$ cat src/rtl/hh_tag_modulator_if.sv
// Handshake and RF-side signal bundle for the backscatter tag modulator.
interface hh_tag_modulator_if #(
  parameter int PAYLOAD_BITS = 16
);
  logic                    trigger_signal;
  logic [1:0]              mode;
  logic [PAYLOAD_BITS-1:0] payload;
  logic                    load_valid;
  logic                    load_ready;
  logic                    clock_out;
  logic                    output_signal;
  logic                    signal_into_switch;
  logic                    busy;
  logic                    done;

  modport master (
    output trigger_signal, mode, payload, load_valid,
    input  load_ready, clock_out, output_signal, signal_into_switch, busy, done
  );

  modport slave (
    input  trigger_signal, mode, payload, load_valid,
    output load_ready, clock_out, output_signal, signal_into_switch, busy, done
  );
endinterface

$ cat src/rtl/hh_tag_modulator.sv
// Trigger-started backscatter modulator: preamble wait, then FSK carrier keyed by a latched payload.
// Outputs are registered and track the SEND cycle index directly; payload accepted only while IDLE.
module hh_tag_modulator #(
  parameter int SHIFT_DIV       = 2,
  parameter int BIT_CYCLES      = 10,
  parameter int PREAMBLE_CYCLES = 20,
  parameter int PAYLOAD_BITS    = 16
) (
  input logic               clock,
  input logic               reset,
  hh_tag_modulator_if.slave bus
);

  localparam int WAIT_W = (PREAMBLE_CYCLES > 1) ? $clog2(PREAMBLE_CYCLES) : 1;
  localparam int DIV_W  = (SHIFT_DIV > 1)       ? $clog2(SHIFT_DIV)       : 1;
  localparam int CYC_W  = (BIT_CYCLES > 1)      ? $clog2(BIT_CYCLES)      : 1;
  localparam int IDX_W  = (PAYLOAD_BITS > 1)    ? $clog2(PAYLOAD_BITS)    : 1;

  localparam logic [WAIT_W-1:0] WAIT_LAST = WAIT_W'(PREAMBLE_CYCLES - 1);
  localparam logic [DIV_W-1:0]  DIV_LAST  = DIV_W'(SHIFT_DIV - 1);
  localparam logic [CYC_W-1:0]  CYC_LAST  = CYC_W'(BIT_CYCLES - 1);
  localparam logic [IDX_W-1:0]  IDX_LAST  = IDX_W'(PAYLOAD_BITS - 1);

  typedef enum logic [1:0] {
    ST_IDLE = 2'd0,
    ST_WAIT = 2'd1,
    ST_SEND = 2'd2,
    ST_DONE = 2'd3
  } state_t;

  state_t                  state_q, state_d;
  logic                    sync1_q, sync1_d;
  logic                    sync2_q, sync2_d;
  logic                    sync3_q, sync3_d;
  logic [PAYLOAD_BITS-1:0] payload_q, payload_d;
  logic [1:0]              mode_q, mode_d;
  logic [WAIT_W-1:0]       wait_cnt_q, wait_cnt_d;
  logic [DIV_W-1:0]        div_cnt_q, div_cnt_d;
  logic                    sclk_q, sclk_d;
  logic [CYC_W-1:0]        bit_cyc_q, bit_cyc_d;
  logic [IDX_W-1:0]        bit_idx_q, bit_idx_d;
  logic [PAYLOAD_BITS-1:0] shreg_q, shreg_d;
  logic                    clock_out_q, clock_out_d;
  logic                    output_signal_q, output_signal_d;
  logic                    switch_q, switch_d;
  logic                    busy_q, busy_d;
  logic                    done_q, done_d;
  logic                    load_ready_q, load_ready_d;

  logic rise;
  logic load_fire;
  logic send_last;
  logic enter_send;

  assign rise       = sync2_q & ~sync3_q;
  assign load_fire  = bus.load_valid & load_ready_q;
  assign send_last  = (bit_idx_q == IDX_LAST) && (bit_cyc_q == CYC_LAST);
  assign enter_send = (state_q == ST_WAIT) && (wait_cnt_q == WAIT_LAST);

  always_ff @(posedge clock) begin
    if (!reset) begin
      state_q         <= ST_IDLE;
      sync1_q         <= 1'b0;
      sync2_q         <= 1'b0;
      sync3_q         <= 1'b0;
      payload_q       <= '0;
      mode_q          <= '0;
      wait_cnt_q      <= '0;
      div_cnt_q       <= '0;
      sclk_q          <= 1'b0;
      bit_cyc_q       <= '0;
      bit_idx_q       <= '0;
      shreg_q         <= '0;
      clock_out_q     <= 1'b0;
      output_signal_q <= 1'b0;
      switch_q        <= 1'b0;
      busy_q          <= 1'b0;
      done_q          <= 1'b0;
      load_ready_q    <= 1'b1;
    end else begin
      state_q         <= state_d;
      sync1_q         <= sync1_d;
      sync2_q         <= sync2_d;
      sync3_q         <= sync3_d;
      payload_q       <= payload_d;
      mode_q          <= mode_d;
      wait_cnt_q      <= wait_cnt_d;
      div_cnt_q       <= div_cnt_d;
      sclk_q          <= sclk_d;
      bit_cyc_q       <= bit_cyc_d;
      bit_idx_q       <= bit_idx_d;
      shreg_q         <= shreg_d;
      clock_out_q     <= clock_out_d;
      output_signal_q <= output_signal_d;
      switch_q        <= switch_d;
      busy_q          <= busy_d;
      done_q          <= done_d;
      load_ready_q    <= load_ready_d;
    end
  end

  always_comb begin
    state_d = state_q;
    case (state_q)
      ST_IDLE: if (rise)       state_d = ST_WAIT;
      ST_WAIT: if (enter_send) state_d = ST_SEND;
      ST_SEND: if (send_last)  state_d = ST_DONE;
      ST_DONE:                 state_d = ST_IDLE;
      default:                 state_d = ST_IDLE;
    endcase
  end

  // Counters are updated toward the value for the upcoming cycle, so registered outputs need no extra stage.
  always_comb begin
    sync1_d    = bus.trigger_signal;
    sync2_d    = sync1_q;
    sync3_d    = sync2_q;
    payload_d  = payload_q;
    mode_d     = mode_q;
    wait_cnt_d = wait_cnt_q;
    div_cnt_d  = div_cnt_q;
    sclk_d     = sclk_q;
    bit_cyc_d  = bit_cyc_q;
    bit_idx_d  = bit_idx_q;
    shreg_d    = shreg_q;

    if (load_fire) begin
      payload_d = bus.payload;
    end

    if ((state_q == ST_IDLE) && rise) begin
      mode_d     = bus.mode;
      wait_cnt_d = '0;
    end

    if ((state_q == ST_WAIT) && !enter_send) begin
      wait_cnt_d = wait_cnt_q + 1'b1;
    end

    if (enter_send) begin
      div_cnt_d = '0;
      sclk_d    = 1'b0;
      bit_cyc_d = '0;
      bit_idx_d = '0;
      shreg_d   = payload_q;
    end else if ((state_q == ST_SEND) && !send_last) begin
      if (div_cnt_q == DIV_LAST) begin
        div_cnt_d = '0;
        sclk_d    = ~sclk_q;
      end else begin
        div_cnt_d = div_cnt_q + 1'b1;
      end
      if (bit_cyc_q == CYC_LAST) begin
        bit_cyc_d = '0;
        bit_idx_d = bit_idx_q + 1'b1;
        shreg_d   = shreg_q << 1;
      end else begin
        bit_cyc_d = bit_cyc_q + 1'b1;
      end
    end
  end

  always_comb begin
    logic send_n;
    logic sclk_n;
    logic bit_n;
    send_n          = (state_d == ST_SEND);
    sclk_n          = send_n & sclk_d;
    bit_n           = send_n & shreg_d[PAYLOAD_BITS-1];
    clock_out_d     = sclk_n;
    output_signal_d = bit_n;
    case (mode_q)
      2'd0:    switch_d = sclk_n ^ bit_n;
      2'd1:    switch_d = sclk_n & bit_n;
      default: switch_d = sclk_n;
    endcase
    load_ready_d = (state_d == ST_IDLE);
    busy_d       = (state_d != ST_IDLE);
    done_d       = (state_d == ST_DONE);
  end

  assign bus.load_ready         = load_ready_q;
  assign bus.clock_out          = clock_out_q;
  assign bus.output_signal      = output_signal_q;
  assign bus.signal_into_switch = switch_q;
  assign bus.busy               = busy_q;
  assign bus.done               = done_q;

endmodule

$ cat src/flat_wrapper.sv
// flat-port wrapper written by rule: the top's interface ports become plain ports
module hh_tag_modulator_flat 
#(
  parameter int SHIFT_DIV       = 2,
  parameter int BIT_CYCLES      = 10,
  parameter int PREAMBLE_CYCLES = 20,
  parameter int PAYLOAD_BITS    = 16
)
  (clock, reset, bus_trigger_signal, bus_mode, bus_payload, bus_load_valid, bus_load_ready, bus_clock_out, bus_output_signal, bus_signal_into_switch, bus_busy, bus_done);
  hh_tag_modulator_if #(.PAYLOAD_BITS(PAYLOAD_BITS)) bus_i ();
  input logic clock;
  input logic reset;
  input wire logic [$bits(bus_i.trigger_signal)-1:0] bus_trigger_signal;
  input wire logic [$bits(bus_i.mode)-1:0] bus_mode;
  input wire logic [$bits(bus_i.payload)-1:0] bus_payload;
  input wire logic [$bits(bus_i.load_valid)-1:0] bus_load_valid;
  output wire logic [$bits(bus_i.load_ready)-1:0] bus_load_ready;
  output wire logic [$bits(bus_i.clock_out)-1:0] bus_clock_out;
  output wire logic [$bits(bus_i.output_signal)-1:0] bus_output_signal;
  output wire logic [$bits(bus_i.signal_into_switch)-1:0] bus_signal_into_switch;
  output wire logic [$bits(bus_i.busy)-1:0] bus_busy;
  output wire logic [$bits(bus_i.done)-1:0] bus_done;
  assign bus_i.trigger_signal = bus_trigger_signal;
  assign bus_i.mode = bus_mode;
  assign bus_i.payload = bus_payload;
  assign bus_i.load_valid = bus_load_valid;
  assign bus_load_ready = bus_i.load_ready;
  assign bus_clock_out = bus_i.clock_out;
  assign bus_output_signal = bus_i.output_signal;
  assign bus_signal_into_switch = bus_i.signal_into_switch;
  assign bus_busy = bus_i.busy;
  assign bus_done = bus_i.done;
  hh_tag_modulator #(.SHIFT_DIV(SHIFT_DIV), .BIT_CYCLES(BIT_CYCLES), .PREAMBLE_CYCLES(PREAMBLE_CYCLES), .PAYLOAD_BITS(PAYLOAD_BITS)) u_core (.clock(clock), .reset(reset), .bus(bus_i));
endmodule
$ cat config.mk
export PLATFORM = sky130hd
export DESIGN_NAME = hh_tag_modulator_flat
export DESIGN_NICKNAME = d
export VERILOG_FILES = /design/src/rtl/hh_tag_modulator_if.sv /design/src/rtl/hh_tag_modulator.sv /design/src/flat_wrapper.sv
export SDC_FILE = /design/constraint.sdc
export NUM_CORES = 1
export LEC_CHECK = 0
export ABC_AREA = 1
export CAP_MARGIN = 30
export CORE_MARGIN = 3
export CORE_UTILIZATION = 25
export CTS_BUF_LIST = sky130_fd_sc_hd__clkbuf_4 sky130_fd_sc_hd__clkbuf_8
export DETAILED_ROUTE_END_ITERATION = 10
export PLACE_DENSITY = 0.47
export REMOVE_ABC_BUFFERS = 1
export SETUP_SLACK_MARGIN = 0.3
export SLEW_MARGIN = 30
export SYNTH_ARGS = -nofsm -noshare
export SYNTH_HDL_FRONTEND = slang
export SYNTH_SLANG_ARGS = --single-unit
export TNS_END_PERCENT = 100
$ cat constraint.sdc
create_clock -name clock -period 2.8 [get_ports clock]
set_input_delay 0.28 -clock clock [delete_from_list [all_inputs] [get_ports clock]]
set_output_delay 0.28 -clock clock [all_outputs]
set_load 0.1 [all_outputs]
==> results of run 1 <==
per-layer routing:
metal  GRT usage, %  wire [µm]  up-vias
met1           14.2       2750      940
met5              0          0        -
li1               -          -     1121
met3           3.25        178       13
met2           16.1       2420       28
met4           5.39        171        0
area by class of cell:
class | instances | area share (%)
Sequential cell | 60 | 38.4
Multi-Input combinational cell | 204 | 34.8
Clock inverter | 3 | 0.480
Clock buffer | 11 | 4.64
Timing Repair Buffer | 31 | 9.76
Inverter | 55 | 6.60
Tap cell | 133 | 5.32
Yosys cell counts:
cell	n	area, µm²
a21oi_1	29	145
a21oi_2	9	78.8
a31oi_1	1	6.26
buf_2	3	15.0
buf_6	1	11.3
clkbuf_1	9	33.8
dfxtp_1	60	1200
ha_1	3	37.5
inv_1	51	191
inv_2	4	15.0
mux2_2	1	11.3
nand2_1	52	195
nand2_2	4	25.0
nand3_1	7	35.0
nand3_2	2	20.0
nand3_4	1	17.5
nand4_1	15	93.8
nor2_1	28	105
nor2_2	1	6.26
nor2_4	1	11.3
nor2_8	1	20.0
nor3_1	1	5.00
o21ai_0	30	150
o21ai_1	10	50.1
o21ai_2	1	8.76
or2_2	1	6.26
xnor2_1	1	8.76
xor2_1	5	43.8
flip-flops by register name, summed over array words and instances, names as in the netlist, 2 cells and up:
name / count
u_core.bit_idx_q: 4
u_core.wait_cnt_q: 5
u_core.state_q: 2
u_core.shreg_q: 16
u_core.payload_q: 16
u_core.bit_cyc_q: 4
u_core.mode_q: 2
final timing paths:
| path | end | cells after the start | start | slack (ns) |
|---|---|---|---|---|
| setup / recovery | u_core.bus.signal_into_switch$_SDFF_PN0_ | 12 | u_core.bit_idx_q[0]$_SDFFE_PP0P_ | 0.58 |
| hold / removal | u_core.sync2_q$_SDFF_PN0_ | 2 | u_core.sync1_q$_SDFF_PN0_ | 0.41 |
| setup reg to reg | u_core.bus.signal_into_switch$_SDFF_PN0_ | 12 | u_core.bit_idx_q[0]$_SDFFE_PP0P_ | 0.58 |
| hold reg to reg | u_core.sync2_q$_SDFF_PN0_ | 2 | u_core.sync1_q$_SDFF_PN0_ | 0.41 |
worst register-to-register path, stage by stage (launching register included):
cell	delay, ns
dfxtp_1	0.37
ha_1	0.25
nand3_4	0.16
inv_1	0.09
nand2_1	0.09
nand2_2	0.16
inv_2	0.07
nand3_1	0.14
inv_1	0.06
ha_1	0.26
mux2_2	0.25
o21ai_0	0.14
a21oi_1	0.05
logic make-up (layout without fill, tap and decap cells):
family / after synthesis / after routing / synth area share [%]
AO/OA/AOI/OAI: 80 / 80 / 17.2
flip-flops: 60 / 60 / 47.1
XOR/XNOR: 6 / 6 / 2.06
multiplexers: 1 / 1 / 0.442
buffers and inverters: 68 / 100 / 10.5
AND/OR/NAND/NOR: 114 / 114 / 21.2
adder cells (fa/ha/maj): 3 / 3 / 1.47
stage by stage:
step	power, mW	area, µm²	hold slack (ns)	utilization [%]
after global routing	1.76	3130	0.453	31.7
after CTS	1.69	3090	0.414	31.4
after floorplan	0.971	2490	0.373	-
after global placement	1.03	2930	0.397	29.7
final	1.67	3130	0.413	31.7
after detailed placement	1.03	2930	0.398	29.7
power breakdown:
group          switching (mW)  internal [mW]
sequential            0.00946          0.880
combinational          0.0721         0.0506
clock                   0.315          0.340
timing repair:
item	in CTS	in global routing
hold buffers	0	0
setup endpoints to repair	0	1
setup buffers	0	0
resized for setup	0	1
==> results.toml, run 1 <==
[outcome]
status = "completed"

[power_and_ir_drop]
powerDensity_nw_per_um2 = 533
p_leak_nw = 1.24
ir_worst_vdd_v = 0.000247

[placed_design]
port_buffers = 27
place_congestion = 0.732
place_inst = 482
place_ws_ns = 0.529
hpwl_mm = 3.72

[routing]
drtIter0Drc = 110
drtAntennaViolNets = 0
routed_wl_mm = 5.52
post_drt_wl_per_cell_um = 11.1
vias = 2102
vias_per_cell = 4.23
drc = 0
dr.pass1.iters = 4

[global_routing]
grt_max_degree = 30
grt_pass1_wl_mm = 9.71
gr-total-overflow = 0
grtUsageTotal_pct = 10.8
antenna_found_initial = 0
grt_pass1_vias = 2034

[setup_path]
path_cells = "ha_1 -> nand3_4 -> inv_1 -> nand2_1 -> nand2_2 -> inv_2 -> nand3_1 -> inv_1 -> ha_1 -> mux2_2 -> o21ai_0 -> a21oi_1"
cp_max_fo = 9
cp-start-kind = "register"
slowest_stage = "dfxtp_1"
slowest_delay_ns = 0.37
endpoint_kind = "register"
arrival_ns = 2.44
critPathKind = "register to register"
required_ns = 3.02
cp.buffers_inverters = 3
critPathTopFamily = "simple AND/OR/NAND/NOR gates"

[cts]
cts_made_buffers = 9
htreeDepth = 3
cts_buffer_depth = 2
cts_tree = "built"
path_clk_slew_ns = 0.07
clock_sink_count = 60
clk_latency_ns = 0.33
cts-root-buf = "clkbuf_8"

[timing]
skew_ns = 0.00661
slew_headroom_pct = 42.7
layout_setup_ws_ns = 0.581
period_minus_slack_ns = 2.22
finalSetupViolations = 0
clock.fmax_mhz = 451
rsz0062_at_grt = "false"
hold_violations = 0
period_share_pct = 79.3
drv_slew = 0
finalSetupTns_ns = 0
worst_pin_slew_ns = 0.857

[finish]
diodes = 0
n_fill_cell = 1073
multi_input_area_um2 = 1090
fin_cells = 497
mostFrequentLayoutCells = "60 x dfxtp_1, 52 x nand2_1, 51 x inv_1"
area_delta_synth_final_pct = 22.7
seq_area_um2 = 1200
final_nets = 386
layout_commonest_cell = "dfxtp_1"
drive_above_1_share_pct = 13.7

[floorplan]
fp.dieArea_um2 = 11400
rows = 36
ios = 28
core_area_um2 = 9860
start_util_pct = 25.8
die_w_um = 107
fp.dieH_um = 107

[worst_hold_path]
hp-class = "register to register"

[synthesis]
ys_seq_area_share_pct = 47.1
synth_area_um2 = 2550
syn_area_per_cell_um2 = 7.68
ys_warn_count = 0
synth_seq_cells = 60
synth.distinct_cells = 28
synth_cells = 332

[job]
timing.max_cap.violations = 0
Power figures use the tool's default switching activity.
==> inputs of run 2 (changes only) <==
clock period = 2.1 ns   (was 2.8 ns; I/O delays follow)
==> run 2 against run 1 <==
Net effect: worst hold slack worse by 0.0067 ns; non-clock buffer count up 20; global-route usage increased by 0.18 points; fmax increased by 19%; count of clock-buffer cells in the layout is 1 higher; sequential power is 33% higher; setup slack got worse by 0.35 ns; critical path depth unchanged; final cell count grew 4.0%; critical path type unchanged.
==> results.toml, run 2 (synthesis results as in run 1) <==
[power_and_ir_drop]
p_leak_nw = 1.34
power_mw = 2.29
powerDensity_nw_per_um2 = 685
ir_worst_vdd_v = 0.000271

[global_routing]
busiest_layer = "met2"
grt_pass1_vias = 2115
gr-total-overflow = 0
met2_usage_pct = 17.2
grt_pass1_wl_mm = 9.96
grt_max_degree = 30
met1_usage_pct = 14.2
grt_use_met3_pct = 3.25
grtUsageTotal_pct = 11.0
antenna_found_initial = 0

[finish]
multi_input_area_um2 = 1140
seq_area_um2 = 1210
mostFrequentLayoutCells = "55 x dfxtp_1, 49 x inv_1, 48 x nand2_1"
diodes = 0
layout_commonest_cell = "dfxtp_1"
drive_above_1_share_pct = 22.4
reg.largest.list = "u_core.payload_q: 16 flops, u_core.shreg_q: 16 flops, u_core.wait_cnt_q: 5 flops"
area_delta_synth_final_pct = 30.9
n_fill_cell = 1053
final_nets = 406

[timing]
period_share_pct = 88.9
slew_headroom_pct = 77.0
finalSetupViolations = 0
drv_slew = 0
clock.fmax_mhz = 536
skew_ns = 0.0102
rsz0062_at_grt = "true"
finalSetupTns_ns = 0
hold_violations = 0
period_minus_slack_ns = 1.87
worst_pin_slew_ns = 0.345

[setup_path]
cp-start-kind = "register"
r2r_setup_slack_ns = 0.23
slowest_delay_ns = 0.37
r2r_start = "u_core.bit_idx_q[1]$_SDFFE_PP0P_"
slowest_stage = "dfxtp_4"
path_cells = "ha_4 -> nand3_4 -> inv_1 -> nand2_1 -> nand2_2 -> nand2_1 -> nand3_2 -> inv_1 -> ha_1 -> mux2_2 -> o21ai_1 -> a21oi_1"
reg2reg_depth = 12
critPathKind = "register to register"
arrival_ns = 2.10
endpoint_kind = "register"
required_ns = 2.33
r2r-end = "u_core.bus.signal_into_switch$_SDFF_PN0_"
cp_max_fo = 4

[routing]
vias_per_cell = 4.27
routed_wl_mm = 5.69
vias = 2207
drtAntennaViolNets = 0
drc = 0
dr.pass1.iters = 4
post_drt_wl_per_cell_um = 11.0
drtIter0Drc = 65

[cts]
cts_buffer_depth = 2
clock_sink_count = 60
cts_made_buffers = 9
path_clk_slew_ns = 0.07
clk_latency_ns = 0.34
htreeDepth = 3
cts_tree = "built"
cts-root-buf = "clkbuf_8"

[floorplan]
fp.dieH_um = 107
rows = 36
start_util_pct = 25.8
die_w_um = 107
fp.dieArea_um2 = 11400
core_area_um2 = 9860
ios = 28

[worst_hold_path]
hp-class = "input pin to register"
hold_end = "u_core.sync1_q$_SDFF_PN0_"
min_from = "bus_trigger_signal"
min_path_cells = 3

[outcome]
status = "completed"

[job]
timing.max_cap.violations = 0

[placed_design]
port_buffers = 27
hpwl_mm = 3.87
place_congestion = 0.772
-- run 2: cell count changes in the layout (fill, tap and decap cells not counted), moves of 3 or more --
cell / change
nand2_2: +4
nand2_1: -4
dfxtp_1: -5
dfxtp_2: +3
buf_4: +20
-- run 2: power by group --
part / total (mW) / switching (mW) / internal, mW
clock network: 0.929 / 0.422 / 0.507
registers: 1.18 / 0.0134 / 1.17
logic: 0.172 / 0.0987 / 0.0731
-- run 2: critical path: cells and delay by family (launching register included) --
| family | cells | cell delay [ns] |
|---|---|---|
| mux | 1 | 0.26 |
| flops | 1 | 0.37 |
| simple gates | 5 | 0.44 |
| fa+ha+maj | 2 | 0.42 |
| compound gates | 2 | 0.16 |
| buf+inv | 2 | 0.13 |
-- run 2: timing repair --
| item | 4_1_cts | 5_1_grt |
|---|---|---|
| pin swaps | 2 | 4 |
| hold buffers | 0 | 0 |
| hold endpoints to repair | 0 | 0 |
| endpoints found under the setup margin | 1 | 3 |
| buffers inserted | 9 | 1 |
| resized for setup | 17 | 7 |
-- run 2: per-stage QoR --
stage | setup slack [ns] | std cells | utilization, % | hold slack, ns | cell area, µm²
after floorplan | -0.0388 | 319 | - | 0.303 | 2490
after global placement | 0.0818 | 493 | 30.6 | 0.402 | 3020
after detailed placement | 0.0479 | 493 | 30.6 | 0.401 | 3020
after CTS | 0.219 | 516 | 33.6 | 0.396 | 3310
after global routing | 0.0853 | 517 | 33.8 | 0.406 | 3340
final | 0.233 | 517 | 33.8 | 0.406 | 3340
-- run 2: layout make-up --
type / count / area share [%]
clock buffer: 12 / 4.95
clock inverter: 2 / 0.300
inverter: 55 / 6.19
multi-input combinational: 204 / 34.1
sequential: 60 / 36.3
tap: 133 / 4.99
timing repair buffer: 51 / 13.2
-- run 2: how the worst max path moves through the flow --
stage                                                  from                                  endpoint  slack (ns)  depth (start not counted)
after CTS                 u_core.wait_cnt_q[0]$_SDFFE_PN0P_  u_core.bus.signal_into_switch$_SDFF_PN0_        0.22                         11
after floorplan           u_core.wait_cnt_q[0]$_SDFFE_PN0P_  u_core.bus.signal_into_switch$_SDFF_PN0_       -0.04                         11
after detailed placement  u_core.wait_cnt_q[0]$_SDFFE_PN0P_  u_core.bus.signal_into_switch$_SDFF_PN0_        0.05                         11
after global placement    u_core.wait_cnt_q[0]$_SDFFE_PN0P_  u_core.bus.signal_into_switch$_SDFF_PN0_        0.08                         11
after global routing      u_core.wait_cnt_q[0]$_SDFFE_PN0P_  u_core.bus.signal_into_switch$_SDFF_PN0_        0.09                         15
final                      u_core.bit_idx_q[1]$_SDFFE_PP0P_  u_core.bus.signal_into_switch$_SDFF_PN0_        0.23                         12
-- run 2: per-layer routing --
| metal | wire length (µm) | vias to the layer above |
|---|---|---|
| met5 | 0 | - |
| met4 | 119 | 0 |
| met3 | 238 | 10 |
| met2 | 2610 | 42 |
| met1 | 2720 | 997 |
| li1 | - | 1158 |
==> RTL edit 1: new RTL, config.mk and constraints of run 1 <==
Take the reset off `shreg_q` and load it in a clocked block of its own.
--- a/src/rtl/hh_tag_modulator.sv
+++ b/src/rtl/hh_tag_modulator.sv
@@ -70,7 +70,6 @@
       sclk_q          <= 1'b0;
       bit_cyc_q       <= '0;
       bit_idx_q       <= '0;
-      shreg_q         <= '0;
       clock_out_q     <= 1'b0;
       output_signal_q <= 1'b0;
       switch_q        <= 1'b0;
@@ -89,7 +88,6 @@
       sclk_q          <= sclk_d;
       bit_cyc_q       <= bit_cyc_d;
       bit_idx_q       <= bit_idx_d;
-      shreg_q         <= shreg_d;
       clock_out_q     <= clock_out_d;
       output_signal_q <= output_signal_d;
       switch_q        <= switch_d;
@@ -97,6 +95,10 @@
       done_q          <= done_d;
       load_ready_q    <= load_ready_d;
     end
+  end
+
+  always_ff @(posedge clock) begin
+    shreg_q <= shreg_d;
   end
 
   always_comb begin
Behaviour: no difference found for any inputs over 10 cycles, from zero or initial values and one cycle with reset low; that may be too few to reach the edited logic, so the function may still have changed.
==> RTL edit 1 against run 1 <==
Die area is 3.2% lower. Largest cell class unchanged. Synthesized area decreased by 3.3%. Critical path depth is 1 higher. Largest power group unchanged. Final area is 2.7% lower. Sequential cell count is the same. Critical path type unchanged. Core utilization up 0.61 points. First-iteration DRC count shrank 33%. Power grew 3.2%. Highest routed layer unchanged. Wire length fell by 8.3%. Setup slack gained 0.018 ns. Clock power is 4.3% higher.
==> RTL edit 1: results <==
critical_path:
  r2r_cells: 13
  cp_data_arrival_time_ns: 2.42
  crit_fanout: 6
  r2r_slack_ns: 0.60
  timing.rr.start: "u_core.wait_cnt_q[0]$_SDFFE_PN0P_"
  worst_path_max_delay_cell: "dfxtp_1"
place:
  dpl_cell_area_um2: 2861
  place_ws_ns: 0.5797
  dp_cells: 450
  place_congestion: 0.7678
  dp_hpwl_um: 3551
sta:
  hold_violations: 0
  whs_ns: 0.4119
  skew_ns: 0.01408
  relSlewSlack_pct: 54.48
synth:
  avgSynthCellArea_um2: 8.240
  netlist_top_cells_count: "nand2_1, dfxtp_1, nor2_1"
  ys_seq_area_share_pct: 54.85
  synth_cell_types: 27
  synthAdderAreaFrac_pct: 1.524
  synthMuxAreaShare_pct: 0.4571
  synth_xor_area_share_pct: 1.422
  synth-compound-area-share_pct: 11.58
  yosys-top-cells-area: "dfxtp_1, edfxtp_1, nand2_1"
  synth_edf_count: 15
power:
  ir_drop_mv: 0.2905
  p_leak_nw: 1.285
layout:
  multi_input_area_um2: 950.9
  buf_share_pct: 9.375
  layout-drive-gt1-share_pct: 13.65
  clk_share_pct: 5.674
  nNetsFinal: 357
  multi_input_gates: 198
  inverters: 32
  fillers: 1012
  largest_registers: "u_core.payload_q: 16 flops, u_core.shreg_q: 16 flops, u_core.wait_cnt_q: 5 flops"
  seq_area_share_pct: 44.41
  final_util_pct: 32.32
  flops_and_latches: 60
worst_hold_path:
  min_to: "u_core.sync2_q$_SDFF_PN0_"
routing:
  wl_um: 5058
  vias_per_cell: 4.131
  via_count: 1925
  drt_iter0_markers: 74
grt:
  grt_max_degree: 22
  grt_pass1_wl_um: 8970
  grt_pass1_vias: 1950
  track_usage_pct: 10.11
die:
  core-area_um2: 9415
outcome:
  status: "completed"
clock_network:
  clockBufferDepth: 2
==> RTL edit 1: cell count changes in the layout (fill, tap and decap cells not counted), moves of 9 or more <==
cell / before / now
nor2_1: 28 / 42
o21ai_1: 10 / 0
dfxtp_1: 60 / 45
nand4_1: 15 / 2
a21oi_2: 9 / 0
inv_1: 51 / 24
nand2_1: 52 / 69
edfxtp_1: 0 / 15
a21oi_1: 29 / 16
==> RTL edit 1: how the worst max path moves through the flow <==
stage          slack, ns                                       end
2_1_floorplan       0.62  u_core.bus.signal_into_switch$_SDFF_PN0_
3_3_place_gp        0.63  u_core.bus.signal_into_switch$_SDFF_PN0_
3_5_place_dp        0.58  u_core.bus.signal_into_switch$_SDFF_PN0_
4_1_cts             0.53  u_core.bus.signal_into_switch$_SDFF_PN0_
5_1_grt             0.30  u_core.bus.signal_into_switch$_SDFF_PN0_
6_report            0.60  u_core.bus.signal_into_switch$_SDFF_PN0_
==> RTL edit 1: where the power goes <==
part	internal (mW)	switching [mW]	total, mW
Clock	0.349	0.335	0.684
Sequential	0.909	0.0135	0.923
Combinational	0.0497	0.0647	0.114
Total	1.31	0.413	1.72
==> RTL edit 1: worst max-delay path: cells and delay by family, from the launching register on <==
family | cells | cell delay [ns]
fa+ha+maj | 2 | 0.42
simple gates | 5 | 0.46
mux | 1 | 0.25
compound gates | 3 | 0.43
flops | 1 | 0.38
buf+inv | 2 | 0.15
==> RTL edit 1: kinds of logic (layout without fill, tap and decap cells) <==
logic type      after synthesis  in the layout
buf+inv                      41             79
compound gates               56             56
fa+ha+maj                     3              3
mux                           1              1
xor+xnor                      4              4
simple gates                134            134
flops                        60             60
==> RTL edit 1: routing by layer <==
metal	part of all wire, %	global-route usage (%)
met3	2.6	1.715
met4	1.4	5.811
met5	0	0
met2	46	15.89
met1	50	13.06
==> RTL edit 2: new RTL, settings of run 1 <==
Made on the original files. `BIT_CYCLES` is set to 10 in 2 places; all go to 5.
--- a/src/rtl/hh_tag_modulator.sv
+++ b/src/rtl/hh_tag_modulator.sv
@@ -2,7 +2,7 @@
 // Outputs are registered and track the SEND cycle index directly; payload accepted only while IDLE.
 module hh_tag_modulator #(
   parameter int SHIFT_DIV       = 2,
-  parameter int BIT_CYCLES      = 10,
+  parameter int BIT_CYCLES      = 5,
   parameter int PREAMBLE_CYCLES = 20,
   parameter int PAYLOAD_BITS    = 16
 ) (
--- a/src/flat_wrapper.sv
+++ b/src/flat_wrapper.sv
@@ -2,7 +2,7 @@
 module hh_tag_modulator_flat 
 #(
   parameter int SHIFT_DIV       = 2,
-  parameter int BIT_CYCLES      = 10,
+  parameter int BIT_CYCLES      = 5,
   parameter int PREAMBLE_CYCLES = 20,
   parameter int PAYLOAD_BITS    = 16
 )
Formal check against the unedited RTL: same outputs for any inputs over 10 cycles, from zero or initial values and one cycle with reset low; that may be too few to reach the edited logic, so the function may still have changed.
==> RTL edit 2 against run 1 <==
Synthesized area rose by 2.7%. Wire length down 2.8%. Highest routed layer unchanged. Sequential cell count down 1. Sequential share of layout area is 1.1 points lower. Core utilization grew 0.14 points. Clock power rose by 20%. Sequential power is 1% lower. Final area grew 1.4%. Power is 7.4% higher. Setup slack better by 0.021 ns.
==> RTL edit 2: results <==
place:
  dpl_cell_area_um2: 2969
  dp_cells: 472
  place_ws_ns: 0.6025
  portBuffers: 27
  place_congestion: 0.7685
  dp_hpwl_um: 3524
routing:
  drt_iter0_markers: 64
  wl_met1_um: 2707
  wl_um: 5365
  vias_per_cell: 4.244
  highest_layer: "met4"
  wl_met2_um: 2469
  met3_length_um: 139
sta:
  skew_ns: 0.009202
  relSlewSlack_pct: 48.40
  fin_crit_sh_pct: 78.51
  whs_ns: 0.4135
flow_run:
  maxCapViolations: 0
worst_hold_path:
  hold_start: "u_core.sync1_q$_SDFF_PN0_"
  hold_path_class: "reg -> reg"
  min_to: "u_core.sync2_q$_SDFF_PN0_"
layout:
  insertedDiodeCount: 0
  layout-drive-gt1-share_pct: 17.80
  largest_registers: "u_core.payload_q: 16 flops, u_core.shreg_q: 16 flops, u_core.wait_cnt_q: 5 flops"
  fin_cells: 487
  nNetsFinal: 377
critical_path:
  critPathCapture: "u_core.bus.signal_into_switch$_SDFF_PN0_"
  startpoint: "u_core.wait_cnt_q[0]$_SDFFE_PN0P_"
  cp_data_arrival_time_ns: 2.41
  timing.rr.start: "u_core.wait_cnt_q[0]$_SDFFE_PN0P_"
  crit_fanout: 19
  r2r_cells: 12
  cp_top_family: "simple AND/OR/NAND/NOR gates"
grt:
  grt_max_degree: 28
  track_usage_pct: 9.911
  met3_usage_pct: 2.806
  grt_pass1_wl_um: 9211
  grt_pass1_vias: 1998
  grtUsageMet1_pct: 12.63
  grt.met2_usage_pct: 15.63
  antenna_found_initial: 0
synth:
  avgSynthCellArea_um2: 8.125
  netlist_top_cells_count: "dfxtp_1, inv_1, a21oi_1"
  yosys-top-cells-area: "dfxtp_1, inv_1, a21oi_1"
  synth_ff_type: "dfxtp_1"
  ys_seq_area_share_pct: 45.15
  yosys_warnings: 0
  synth_edf_count: 0
  synth_cell_types: 29
  synthArstFlopShare_pct: 0
power:
  ir_drop_mv: 0.1833
  p_leak_nw: 1.195
clock_network:
  ctsHtreeMaxLevel: 3
  clockRootBuffer: "clkbuf_8"
  ctsResizeCount: 0
  postCtsSetupBuffers: 0
  numCtsBuffers: 9
  path_clk_slew_ns: 0.06
  clockBufferDepth: 2
outcome:
  status: "completed"
==> RTL edit 2: cell types whose count changed after synthesis, moves of 3 or more <==
| cell | before | now |
|---|---|---|
| nand2_2 | 4 | 12 |
| nand2_1 | 52 | 33 |
| a21oi_1 | 29 | 35 |
| nor2_1 | 28 | 17 |
| xor2_1 | 5 | 2 |
| clkbuf_1 | 9 | 6 |
==> RTL edit 2: cells by family after synthesis <==
logic type | share of synthesized area (%)
adders and majority gates | 2.391
and+or+nand+nor | 20.13
xor gates and xnor gates | 1.674
buffers and inverters | 11.72
DFF | 45.15
AOI/OAI and AO/OA | 18.94
==> RTL edit 2: power breakdown <==
group	total (mW)	switching, mW	internal (mW)
sequential	0.876	0.00980	0.866
combinational	0.125	0.0753	0.0499
clock	0.790	0.316	0.474
==> RTL edit 2: area by class of cell <==
cell class                 count  area (um^2)
fill                        1039         6784
sequential                    59         1181
multi-input combinational    195         1129
timing repair buffer          31        285.3
inverter                      54        207.7
clock buffer                  13        166.4
tap                          133        166.4
clock inverter                 2        35.03
